==> src/rtl/crossing_turn_executor.sv <==
// Crossing manoeuvre sequencer: centres the axle over a line crossing, spins until the
// middle sensor reacquires the line, then hands the motors back to the line follower.
module crossing_turn_executor #(
    parameter int unsigned FRAME_COUNT     = 2_000_000,
    parameter int unsigned CLEAR_FRAMES    = 6,
    parameter int unsigned TURN_MIN_FRAMES = 10,
    parameter int unsigned TURN_MAX_FRAMES = 80
) (
    input  logic       clk,
    input  logic       reset,
    input  logic       turn_crossing_start,
    input  logic [1:0] turn_cmd,
    input  logic       sensor_l,
    input  logic       sensor_m,
    input  logic       sensor_r,
    output logic       line_follower_start,
    output logic       motor_override,
    output logic       motor_l_reset,
    output logic       motor_l_direction,
    output logic       motor_r_reset,
    output logic       motor_r_direction,
    output logic       busy,
    output logic       turn_fault
);

    typedef enum logic [1:0] {IDLE, CLEAR, SPIN, DONE} state_t;

    state_t      state, next_state;
    logic [2:0]  sync_1, sync_2;
    logic [20:0] frame_cnt;
    logic [7:0]  state_frames;
    logic [1:0]  cmd;
    logic        seen_high, prev_low, pass_done, hold_start;
    logic        frame_tick, line_low, line_hit, final_hit, timeout, accept;
    logic        unused_sensors;

    assign frame_tick     = (state != IDLE) && (frame_cnt == 21'(FRAME_COUNT - 1));
    assign line_low       = ~sync_2[1];
    assign unused_sensors = sync_2[2] ^ sync_2[0];
    assign accept         = (state == IDLE) && turn_crossing_start && !hold_start;

    // A hit needs two consecutive low samples preceded by a high one in this arming window.
    assign line_hit  = (state == SPIN) && frame_tick
                     && (state_frames >= 8'(TURN_MIN_FRAMES))
                     && line_low && prev_low && seen_high;
    assign final_hit = line_hit && ((cmd != 2'b11) || pass_done);
    assign timeout   = (state == SPIN) && frame_tick
                     && (state_frames >= 8'(TURN_MAX_FRAMES - 1)) && !line_hit;

    always_ff @(posedge clk) begin
        if (reset) begin
            state <= IDLE;
        end else begin
            state <= next_state;
        end
    end

    always_comb begin
        next_state = state;
        case (state)
            IDLE: begin
                if (accept) begin
                    next_state = CLEAR;
                end
            end
            CLEAR: begin
                if (!turn_crossing_start) begin
                    next_state = IDLE;
                end else if (frame_tick && (state_frames == 8'(CLEAR_FRAMES - 1))) begin
                    next_state = (cmd == 2'b00) ? DONE : SPIN;
                end
            end
            SPIN: begin
                if (!turn_crossing_start) begin
                    next_state = IDLE;
                end else if (final_hit || timeout) begin
                    next_state = DONE;
                end
            end
            DONE: begin
                if (!turn_crossing_start) begin
                    next_state = IDLE;
                end
            end
            default: next_state = IDLE;
        endcase
    end

    always_ff @(posedge clk) begin
        if (reset) begin
            sync_1       <= '0;
            sync_2       <= '0;
            frame_cnt    <= '0;
            state_frames <= '0;
            cmd          <= '0;
            seen_high    <= 1'b0;
            prev_low     <= 1'b0;
            pass_done    <= 1'b0;
            hold_start   <= 1'b0;
            turn_fault   <= 1'b0;
        end else begin
            sync_1 <= {sensor_l, sensor_m, sensor_r};
            sync_2 <= sync_1;

            if ((state == IDLE) || (next_state == IDLE) || frame_tick) begin
                frame_cnt <= '0;
            end else begin
                frame_cnt <= frame_cnt + 21'd1;
            end

            if (next_state != state) begin
                state_frames <= '0;
            end else if (frame_tick && (state_frames != '1)) begin
                state_frames <= state_frames + 8'd1;
            end

            if (accept) begin
                cmd        <= turn_cmd;
                turn_fault <= 1'b0;
            end else if (timeout && (next_state == DONE)) begin
                turn_fault <= 1'b1;
            end

            if (state != SPIN) begin
                seen_high <= 1'b0;
                prev_low  <= 1'b0;
                pass_done <= 1'b0;
            end else if (frame_tick) begin
                prev_low <= line_low;
                if (line_hit) begin
                    pass_done <= 1'b1;
                    seen_high <= 1'b0;
                end else if (!line_low) begin
                    seen_high <= 1'b1;
                end
            end

            // A request still high after DONE must be seen low in IDLE before it counts again.
            if ((state == DONE) && (next_state == IDLE)) begin
                hold_start <= 1'b1;
            end else if ((state == IDLE) && !turn_crossing_start) begin
                hold_start <= 1'b0;
            end
        end
    end

    always_comb begin
        motor_l_reset       = 1'b1;
        motor_r_reset       = 1'b1;
        motor_l_direction   = 1'b0;
        motor_r_direction   = 1'b0;
        motor_override      = 1'b0;
        line_follower_start = 1'b0;
        busy                = (state != IDLE);
        case (state)
            CLEAR: begin
                motor_override    = 1'b1;
                motor_l_reset     = 1'b0;
                motor_r_reset     = 1'b0;
                motor_l_direction = 1'b1;
            end
            SPIN: begin
                motor_override    = 1'b1;
                motor_l_reset     = 1'b0;
                motor_r_reset     = 1'b0;
                motor_l_direction = (cmd != 2'b01);
                motor_r_direction = (cmd != 2'b01);
            end
            DONE: begin
                motor_override      = 1'b1;
                line_follower_start = 1'b1;
            end
            default: ;
        endcase
    end

endmodule

==> config.mk <==
export PLATFORM = sky130hd
export DESIGN_NAME = crossing_turn_executor
export DESIGN_NICKNAME = d
export VERILOG_FILES = /design/src/rtl/crossing_turn_executor.sv
export SDC_FILE = /design/constraint.sdc
export NUM_CORES = 1
export LEC_CHECK = 0
export CORE_MARGIN = 4
export CORE_UTILIZATION = 45
export DETAILED_ROUTE_END_ITERATION = 6
export GPL_ROUTABILITY_DRIVEN = 1
export PLACE_DENSITY = 0.66
export SLEW_MARGIN = 20
export SYNTH_ARGS = -nofsm -noshare
export SYNTH_HDL_FRONTEND = slang
export SYNTH_SLANG_ARGS = --single-unit
==> constraint.sdc <==
create_clock -name clk -period 2.36 [get_ports clk]
set_clock_uncertainty 0.05 [all_clocks]
set_input_delay 0.354 -clock clk [delete_from_list [all_inputs] [get_ports clk]]
set_output_delay 0.354 -clock clk [all_outputs]
set_load 0.05 [all_outputs]
==> reports/results.tsv, run 1 <==
stage	metric	value	unit
run_status	outcome	completed	
die	die_h	79.1	um
clock_network	cts_buffers	5	
clock_network	clkTransAtPathRegs	80	ps
placed_design	place_congestion	0.823	
global_route	grt_pass1_wl	7920	um
pwr	p_leak	1.02	nW
timing	finalSetupTns	0	ps
critical_path	worstSetupEndpointType	register	
critical_path	r2r_setup_slack	150	ps
worst_hold_path	hold_end	sync_2[1]	
worst_hold_path	min_path_type	reg2reg	
logic_synthesis	synth_ff_type	dfxtp_1	
die	initial_utilization	47.2	%
critical_path	critical_path_class	reg2reg	
timing	fin_crit_sh	93.8	%
drt	avgViaCountPerCell	5.17	
critical_path	rr_worst_depth	8	
cells_and_area	final_cell_mix	43 x nor2_1, 40 x dfxtp_1, 20 x nand2_1, 15 x xor2_1	
timing	worst_pin_slew	504	ps
drt	wl	4410	um
worst_hold_path	worstHoldStart	sync_1[1]	
cells_and_area	nets	299	
clock_network	clock_path_buffers	2	
global_route	grt_pass1_vias	1785	
die	fp-row-count	25	
pwr	p_per_area	495	nW/um^2
pwr	vdd_ir_drop_max	0.000412	V
drt	wl_per_cell	12.6	um
clock_network	clock-root-buffer	clkbuf_8	
drt	ant_nets	0	
logic_synthesis	synth_area	2270	sq um
logic_synthesis	syn-num-nets	277	
cells_and_area	final-instance-count-excl-fill	350	
timing	rsz0062_at_grt	true	
clock_network	htree_levels	2	
die	die_width	79.1	um
placed_design	hpwl	3220	um
critical_path	startpoint	state[0]	
drt	vias	1808	
timing	final_max_slew_viol_count	0	
die	core_area	4820	sq um
cells_and_area	mostFrequentLayoutCell	nor2_1	
logic_synthesis	synth-simple-area-share	31.0	%
logic_synthesis	synthAdderAreaFrac	4.95	%
critical_path	critical_path_arrival	2340	ps
placed_design	io_buffer_count	13	
die	die_area	6250	sq um
timing	setup_viol	0	
logic_synthesis	synthDistinctLibCells	53	
logic_synthesis	synth-edff-count	0	
worst_hold_path	hold_path_depth	1	
logic_synthesis	muxShareOfSynthArea	2.26	%
critical_path	crit_fanout	8	
logic_synthesis	ys_ff_latch	40	
cells_and_area	antenna_cells	0	
global_route	antenna_found_initial	0	
cells_and_area	final_layout_size_suffix_gt1_share	18.7	%
clock_network	cts.sinks	40	
logic_synthesis	ys_async_sr_fraction	0	%
logic_synthesis	synthXorXnorAreaFrac	9.63	%
global_route	grt_max_degree	22	
timing	fin_crit	2210	ps
drt	drt_iter0_markers	82	
clock_network	cts_tree	done	
logic_synthesis	synth_top_area_share	35.2	%
logic_synthesis	synth.area.top_cells	dfxtp_1 35%, nor2_1 7.3%, xor2_1 5.8%	
placed_design	placedCellCount	342	
clock_network	clk_latency	290	ps
critical_path	required	2480	ps
run	maxCapViolCount	0	
critical_path	startpoint_type	register	
timing	clock.fmax	0.452	GHz
logic_synthesis	seq_area_frac_synth	35.2	%
cells_and_area	syn2layout_area_growth	17.2	%
clock_network	post_cts_buffers	0	
drt	drc	0	
critical_path	rr_endpoint	state_frames[4]	
logic_synthesis	synth_area_per_cell	8.74	sq um
logic_synthesis	yosysTopAreaCell	dfxtp_1	
cells_and_area	fill_cells	468	
logic_synthesis	synth_top_family_by_area	simple AND/OR/NAND/NOR gates	
logic_synthesis	synth_compound_area_share	13.0	%
global_route	grt.overflow.total	0	
critical_path	r2r_start	state[0]	
global_route	grtUsageTotal	15.5	%
die	ios	16	
logic_synthesis	syn_inst	260	
drt	drt_first_pass_iters	4	
timing	slew_headroom	66.3	%
logic_synthesis	ys_warn_count	0	
timing	hold_viol	0	
final cells by class:
cell class	count	area, sq um	share of cell area [%]
clock buffers	6	82.6	3.10
inverters	13	48.8	1.83
repair buffers	23	230	8.64
well taps	67	83.8	3.15
multi-input cells	199	1410	52.9
clock inverters	2	10.0	0.376
flip-flops and latches	40	801	30.0
power breakdown:
part	internal, mW	switching, mW	leakage, nW	total, mW
sequential	0.681	0.00479	0.323	0.686
clock	0.233	0.234	0.0510	0.467
combinational	0.0603	0.105	0.647	0.165
cell usage after synthesis, types with 2 or more instances:
master and number:
a21o_1 2, a21oi_1 5, and3_1 9, and3b_1 2, and4_1 5, buf_2 2
buf_4 2, clkbuf_1 4, dfxtp_1 40, ha_1 9, inv_1 13, mux2i_1 4
nand2_1 20, nand3_1 6, nand3b_1 2, nand4_1 8, nor2_1 44, nor2b_1 4
nor3_2 10, nor3b_1 2, o2111ai_1 2, o211ai_1 2, o21a_1 2, o21ai_0 5
o31ai_1 2, or2_2 3, or3_1 2, xnor2_1 10, xor2_1 15
routing by layer:
metal / vias to the layer above / global-route usage [%] / routed length (um)
met5: - / 0 / 0
met4: 0 / 5.67 / 90
met3: 7 / 3.40 / 117
met2: 17 / 24.5 / 1980
met1: 836 / 20.8 / 2220
li1: 948 / - / -
critical path: stages (launching register included):
cell and delay (ps):
dfxtp_1 310, buf_4 150, ha_1 280, o21a_1 210, nor2_1 230, a21boi_0 170
a2bb2oi_2 200, o211ai_4 380, nor3_2 90
flip-flops by register name, summed over array words and instances (netlist names):
name,cells
frame_cnt,21
state,2
hold_start,1
cmd,2
sync_1,1
prev_low,1
state_frames,8
seen_high,1
turn_fault,1
sync_2,1
pass_done,1
through the flow:
| step | util (%) | hold slack [ps] | area (sq um) | total power, mW | setup slack, ps |
|---|---|---|---|---|---|
| global route | 55.3 | 422 | 2670 | 1.38 | -0.322 |
| CTS | 54.9 | 402 | 2640 | 1.33 | 12.2 |
| global placement | 53.0 | 379 | 2550 | 0.861 | 133 |
| floorplan | - | 364 | 2280 | 0.810 | 59.8 |
| detailed placement | 53.0 | 381 | 2550 | 0.862 | 140 |
| finish | 55.3 | 393 | 2670 | 1.32 | 146 |
kinds of logic after synthesis:
family	count (synthesis)
DFF	40
and+or+nand+nor	125
buffers and inverters	21
muxes	5
AOI/OAI and AO/OA	35
xor gates and xnor gates	25
adders and majority gates	9
repair_timing:
action,CTS,global route
resized for setup,0,5
endpoints found under the setup margin,0,12
hold buffers,0,0
worst max path at each step:
stage                           to
2_1_floorplan      state_frames[0]
3_3_place_gp         frame_cnt[13]
3_5_place_dp          frame_cnt[6]
4_1_cts        line_follower_start
5_1_grt            state_frames[5]
6_report           state_frames[4]
(Power assumes the default switching activity.)
==> run 2, diff against run 1 <==
- CAP_MARGIN: unset -> 20
- CELL_PAD_IN_SITES_DETAIL_PLACEMENT: unset -> 2
- CELL_PAD_IN_SITES_GLOBAL_PLACEMENT: unset -> 2
- CORE_UTILIZATION: 45 -> 33
- PLACE_DENSITY: 0.66 -> 0.77
==> reports/results.tsv, run 2 (synthesis results as in run 1) <==
stage	metric	value	unit	change
run_status	outcome	completed		unchanged
global_route	grt_max_degree	22		unchanged
drt	avgViaCountPerCell	5.43		was 5.17
cells_and_area	seq_area	807	sq um	was 801 sq um
critical_path	startpoint_type	register		unchanged
drt	wl_per_cell	17.1	um	was 12.6 um
clock_network	ctsHoldBuffers	0		unchanged
placed_design	io_buffer_count	13		unchanged
drt	drc	0		unchanged
run	maxCapViolCount	0		unchanged
global_route	grt.overflow.total	0		unchanged
global_route	antenna_found_initial	0		unchanged
pwr	vdd_ir_drop_max	0.000220	V	was 0.000412 V
critical_path	crit_top_cell	inv_2		
global_route	grt_pass1_wl	10200	um	was 7920 um
die	die_h	91	um	was 79.1 um
clock_network	clock-root-buffer	clkbuf_8		unchanged
cells_and_area	final_layout_size_suffix_gt1_share	26.6	%	was 18.7%
cells_and_area	syn2layout_area_growth	25.8	%	was 17.2%
timing	clock.fmax	0.442	GHz	was 0.452 GHz
critical_path	critical_path_arrival	2440	ps	was 2340 ps
critical_path	critical_path_class	reg2reg		unchanged
clock_network	cts_buffers	5		unchanged
cells_and_area	final_cell_mix	41 x nor2_1, 35 x dfxtp_1, 20 x nand2_1, 18 x buf_4, 15 x xor2_1		was 43 x nor2_1, 40 x dfxtp_1, 20 x nand2_1, 15 x xor2_1
die	die_area	8280	sq um	was 6250 sq um
clock_network	clkTransAtPathRegs	70	ps	was 80 ps
pwr	p_per_area	456	nW/um^2	was 495 nW/um^2
die	initial_utilization	34.8	%	was 47.2%
placed_design	placedCellCount	356		was 342
cells_and_area	utilization	43.8	%	was 55.3%
critical_path	crit_fanout	10		was 8
clock_network	clock_path_buffers	2		unchanged
die	fp-row-count	29		was 25
worst_hold_path	min_path_type	reg2reg		unchanged
drt	drt_first_pass_iters	4		unchanged
timing	setup_viol	0		unchanged
cells_and_area	multi_input_area	1480	sq um	was 1410 sq um
drt	ant_nets	0		unchanged
critical_path	crit_family	compound AO/OA/AOI/OAI gates		unchanged
die	ios	16		unchanged
cells_and_area	regMostFlops	frame_cnt		unchanged
cells_and_area	largest_reg_flops	21		unchanged
critical_path	required	2540	ps	was 2480 ps
clock_network	clk_latency	290	ps	about the same
clock_network	cts_tree	done		unchanged
critical_path	path_buf_inv	5		was 1
critical_path	worstSetupEndpointType	register		unchanged
die	die_width	91	um	was 79.1 um
drt	wl	6260	um	was 4410 um
pwr	power	1.30	mW	was 1.32 mW
timing	worst_pin_slew	500	ps	was 504 ps
cells_and_area	reg_top3	frame_cnt (21), state_frames (8)		unchanged
global_route	grtUsageTotal	15.1	%	was 15.5%
clock_network	htree_levels	2		unchanged
cells_and_area	nets	309		was 299
placed_design	dp_slack	-31.2	ps	was 140 ps
timing	slew_headroom	66.6	%	was 66.3%
timing	timing.final.ws_setup	95.2	ps	was 146 ps
timing	fin_crit_sh	96.0	%	was 93.8%
timing	fin_crit	2260	ps	was 2210 ps
timing	final_max_slew_viol_count	0		unchanged
critical_path	cp_slowest_stage_delay	430	ps	was 380 ps
clock_network	cts.sinks	40		unchanged
cells_and_area	fill_cells	725		was 468
die	core_area	6530	sq um	was 4820 sq um
cells_and_area	final-instance-count-excl-fill	367		was 350
drt	vias	1994		was 1,808
cells_and_area	antenna_cells	0		unchanged
critical_path	cp_slowest_cell	a2111o_1		was o211ai_4
timing	hold_viol	0		unchanged
cells_and_area	mostFrequentLayoutCell	nor2_1		unchanged
global_route	grt_pass1_vias	2101		was 1,785
pwr	p_leak	1.11	nW	was 1.02 nW
drt	drt_iter0_markers	25		was 82
critical_path	path_cells	inv_2, buf_6, ha_4, buf_4, inv_2, a2111o_1, o211ai_1, o221ai_2, a21o_4, clkbuf_16, nor2_1		was buf_4, ha_1, o21a_1, nor2_1, a21boi_0, a2bb2oi_2, o211ai_4, nor3_2
placed_design	place_congestion	0.778		was 0.823
placed_design	hpwl	4430	um	was 3220 um
## run 2: area by class of cell
cell class	instances	area share, %
clock buffers	5	2.41
flip-flops and latches	40	28.2
inverters	13	1.71
well taps	77	3.37
repair buffers	33	12.6
multi-input cells	199	51.7
## run 2: path summary, 6_finish.rpt
path              cells after the start         start  slack [ps]            end
setup / recovery                     11      state[0]         100  frame_cnt[16]
hold / removal                        1  frame_cnt[0]         390   frame_cnt[0]
setup reg to reg                     11      state[0]         100  frame_cnt[16]
hold reg to reg                       1  frame_cnt[0]         390   frame_cnt[0]
## run 2: what timing repair did
| action | in CTS | in global routing |
|---|---|---|
| resized for setup | 0 | 28 |
| setup endpoints to repair | 0 | 33 |
| setup buffers | 0 | 4 |
## run 2: stage by stage
step	cell area, sq um	hold WS, ps	TNS, ps
2_1_floorplan	2280	364	0
3_3_place_gp	2590	391	0
3_5_place_dp	2590	387	-230
4_1_cts	2660	412	0
5_1_grt	2860	406	-5.17
6_report	2860	386	0
## run 2: routing by layer
metal  global-route usage, %  share of wire (%)  vias up  wire length (um)
met4                    4.52                1.1        0                71
li1                        -                  -      971                 -
met1                    17.9                 44     1004              2770
met2                    27.2                 53       11              3320
met3                    3.22                1.7        8               106
met5                       0                  0        -                 0
## run 2: where the power goes
group	internal, mW	switching, mW	leakage, nW
logic	0.0801	0.124	0.743
clock network	0.191	0.223	0.0359
registers	0.681	0.00533	0.326
total	0.952	0.352	1.11
## run 2: worst register-to-register path, delay by kind of cell (launching register included)
kind                     cells  cell delay (ps)
buffers and inverters        5              540
flip-flops                   1              320
AND/OR/NAND/NOR              1              110
AO/OA/AOI/OAI                4             1040
adder cells (fa/ha/maj)      1              130
==> run 3, diff against run 2 <==
- CORE_MARGIN: 4 -> 2
==> reports/results.tsv, run 3 (synthesis results as in run 1) <==
stage	metric	value	unit	change
global_route	grt.overflow.total	0		unchanged
critical_path	startpoint_type	register		unchanged
worst_hold_path	min_path_type	reg2reg		unchanged
timing	hold_viol	0		unchanged
drt	drt_first_pass_iters	4		unchanged
clock_network	cts_buffers	5		unchanged
cells_and_area	largest_reg_flops	21		unchanged
cells_and_area	regMostFlops	frame_cnt		unchanged
critical_path	path_cells	ha_1, o31ai_1, buf_4, a2111o_1, o211ai_1, o221ai_2, a21o_1, buf_12, nor2_1		was inv_2, buf_6, ha_4, buf_4, inv_2, a2111o_1, o211ai_1, o221ai_2, a21o_4, clkbuf_16, nor2_1
pwr	p_leak	1.06	nW	was 1.11 nW
timing	rsz0062_at_grt	false		
drt	dr.max_layer_used	met4		unchanged
die	die_h	87	um	was 91 um
global_route	grt_pass1_vias	2167		was 2,101
timing	fin_crit	2210	ps	was 2260 ps
cells_and_area	final_layout_size_suffix_gt1_share	23.6	%	was 26.6%
run	maxCapViolCount	0		unchanged
drt	drt_iter0_markers	64		was 25
clock_network	cts_tree	done		unchanged
clock_network	cts.sinks	40		unchanged
timing	slew_headroom	67.1	%	was 66.6%
drt	wl_per_cell	16.2	um	was 17.1 um
clock_network	htree_levels	2		unchanged
cells_and_area	antenna_cells	0		unchanged
drt	wl_met2	3180	um	was 3320 um
critical_path	critical_path_arrival	2400	ps	was 2440 ps
clock_network	clkTransAtPathRegs	90	ps	was 70 ps
global_route	grt_pass1_wl	10600	um	was 10,200 um
critical_path	cp_slowest_cell	a2111o_1		unchanged
die	ios	16		unchanged
placed_design	hpwl	4520	um	was 4430 um
drt	route.met3.wl	86	um	was 106 um
drt	vias	1960		was 1,994
placed_design	place_congestion	0.733		was 0.778
clock_network	ctsHoldBuffers	0		unchanged
timing	finalSetupTns	0	ps	unchanged
pwr	p_per_area	518	nW/um^2	was 456 nW/um^2
critical_path	r2r_setup_slack	150	ps	was 100 ps
cells_and_area	mostFrequentLayoutCell	nor2_1		unchanged
drt	ant_nets	0		unchanged
timing	clock.fmax	0.452	GHz	was 0.442 GHz
critical_path	required	2540	ps	about the same
clock_network	clock_path_buffers	2		unchanged
timing	worst_pin_slew	493	ps	was 500 ps
cells_and_area	nets	308		was 309
run_status	outcome	completed		unchanged
placed_design	place_area	2630	sq um	was 2590 sq um
clock_network	clock-root-buffer	clkbuf_8		unchanged
timing	setup_viol	0		unchanged
die	fp-row-count	30		was 29
cells_and_area	final_cell_mix	43 x nor2_1, 37 x dfxtp_1, 21 x buf_4, 20 x nand2_1, 15 x xor2_1		was 41 x nor2_1, 35 x dfxtp_1, 20 x nand2_1, 18 x buf_4, 15 x xor2_1
critical_path	crit_fanout	21		was 10
global_route	grt_max_degree	22		unchanged
global_route	grtUsageTotal	17.7	%	was 15.1%
die	die_area	7570	sq um	was 8280 sq um
drt	drc	0		unchanged
critical_path	cp_slowest_stage_delay	450	ps	was 430 ps
placed_design	io_buffer_count	13		unchanged
drt	wl_met1	2690	um	was 2770 um
die	core_area	6720	sq um	was 6530 sq um
die	die_width	87	um	was 91 um
die	initial_utilization	33.8	%	was 34.8%
timing	fin_crit_sh	93.7	%	was 96.0%
timing	hold_slack	385	ps	was 386 ps
drt	avgViaCountPerCell	5.27		was 5.43
drt	wl	6040	um	was 6260 um
critical_path	worstSetupEndpointType	register		unchanged
timing	final_max_slew_viol_count	0		unchanged
clock_network	clk_latency	310	ps	was 290 ps
pwr	vdd_ir_drop_max	0.000185	V	was 0.000220 V
critical_path	critical_path_class	reg2reg		unchanged
cells_and_area	syn2layout_area_growth	22.9	%	was 25.8%
cells_and_area	fin_area	2800	sq um	was 2860 sq um
global_route	antenna_found_initial	0		unchanged
cells_and_area	reg_top3	frame_cnt (21), state_frames (8)		unchanged
run 3: cell count changes in the layout (fill, tap and decap cells not counted), sizes merged:
cell          previous run  this run
dlymetal6s2s             1         0
inv                     13        14
buf                     24        25
bufinv                   0         1
clkinvlp                 0         1
dlygate4sd2              0         1
clkbuf                   7         5
run 3: path summary, 6_finish.rpt:
kind / from / end / depth (start not counted)
max: state_frames[1] / frame_cnt[17] / 9
min: frame_cnt[0] / frame_cnt[0] / 1
max reg2reg: state_frames[1] / frame_cnt[17] / 9
min reg2reg: frame_cnt[0] / frame_cnt[0] / 1
run 3: worst max-delay path: cells and delay by family, from the launching register on:
kind                       cells  cell delay [ps]
buffers and inverters          2              320
and+or+nand+nor                1              120
adders and majority gates      1              180
AOI/OAI and AO/OA              5             1060
DFF                            1              410
run 3: cell type report:
cell class,instances,area (sq um)
clock buffers,5,68.8
multi-input cells,199,1420
flip-flops and latches,40,805
repair buffers,32,307
well taps,80,100
clock inverters,3,46.3
inverters,13,48.8
fillers,745,3920
run 3: what timing repair did:
action / in CTS / in global routing
endpoints found under the setup margin: 1 / 31
pin swaps: 0 / 3
resized for setup: 1 / 13
buffers inserted: 0 / 2
run 3: power by group:
part	internal (mW)	switching (mW)	total, mW
registers	0.681	0.00475	0.686
clock network	0.319	0.270	0.589
logic	0.0628	0.110	0.173
total	1.06	0.385	1.45
run 3: layer usage:
| layer | track usage, % | vias up |
|---|---|---|
| met5 | 0 | - |
| met4 | 5.11 | 0 |
| met3 | 2.84 | 7 |
| met2 | 31.8 | 9 |
| met1 | 21.5 | 984 |
| li1 | - | 960 |
run 3: through the flow:
step | total power [mW] | util (%) | setup WS, ps | std cells
floorplan | 0.810 | - | 59.8 | 260
global route | 1.52 | 41.6 | 0.0193 | 372
finish | 1.45 | 41.6 | 148 | 372
global placement | 0.870 | 39.2 | 49.7 | 362
CTS | 1.47 | 40.9 | 35.2 | 370
detailed placement | 0.874 | 39.2 | 39.3 | 362
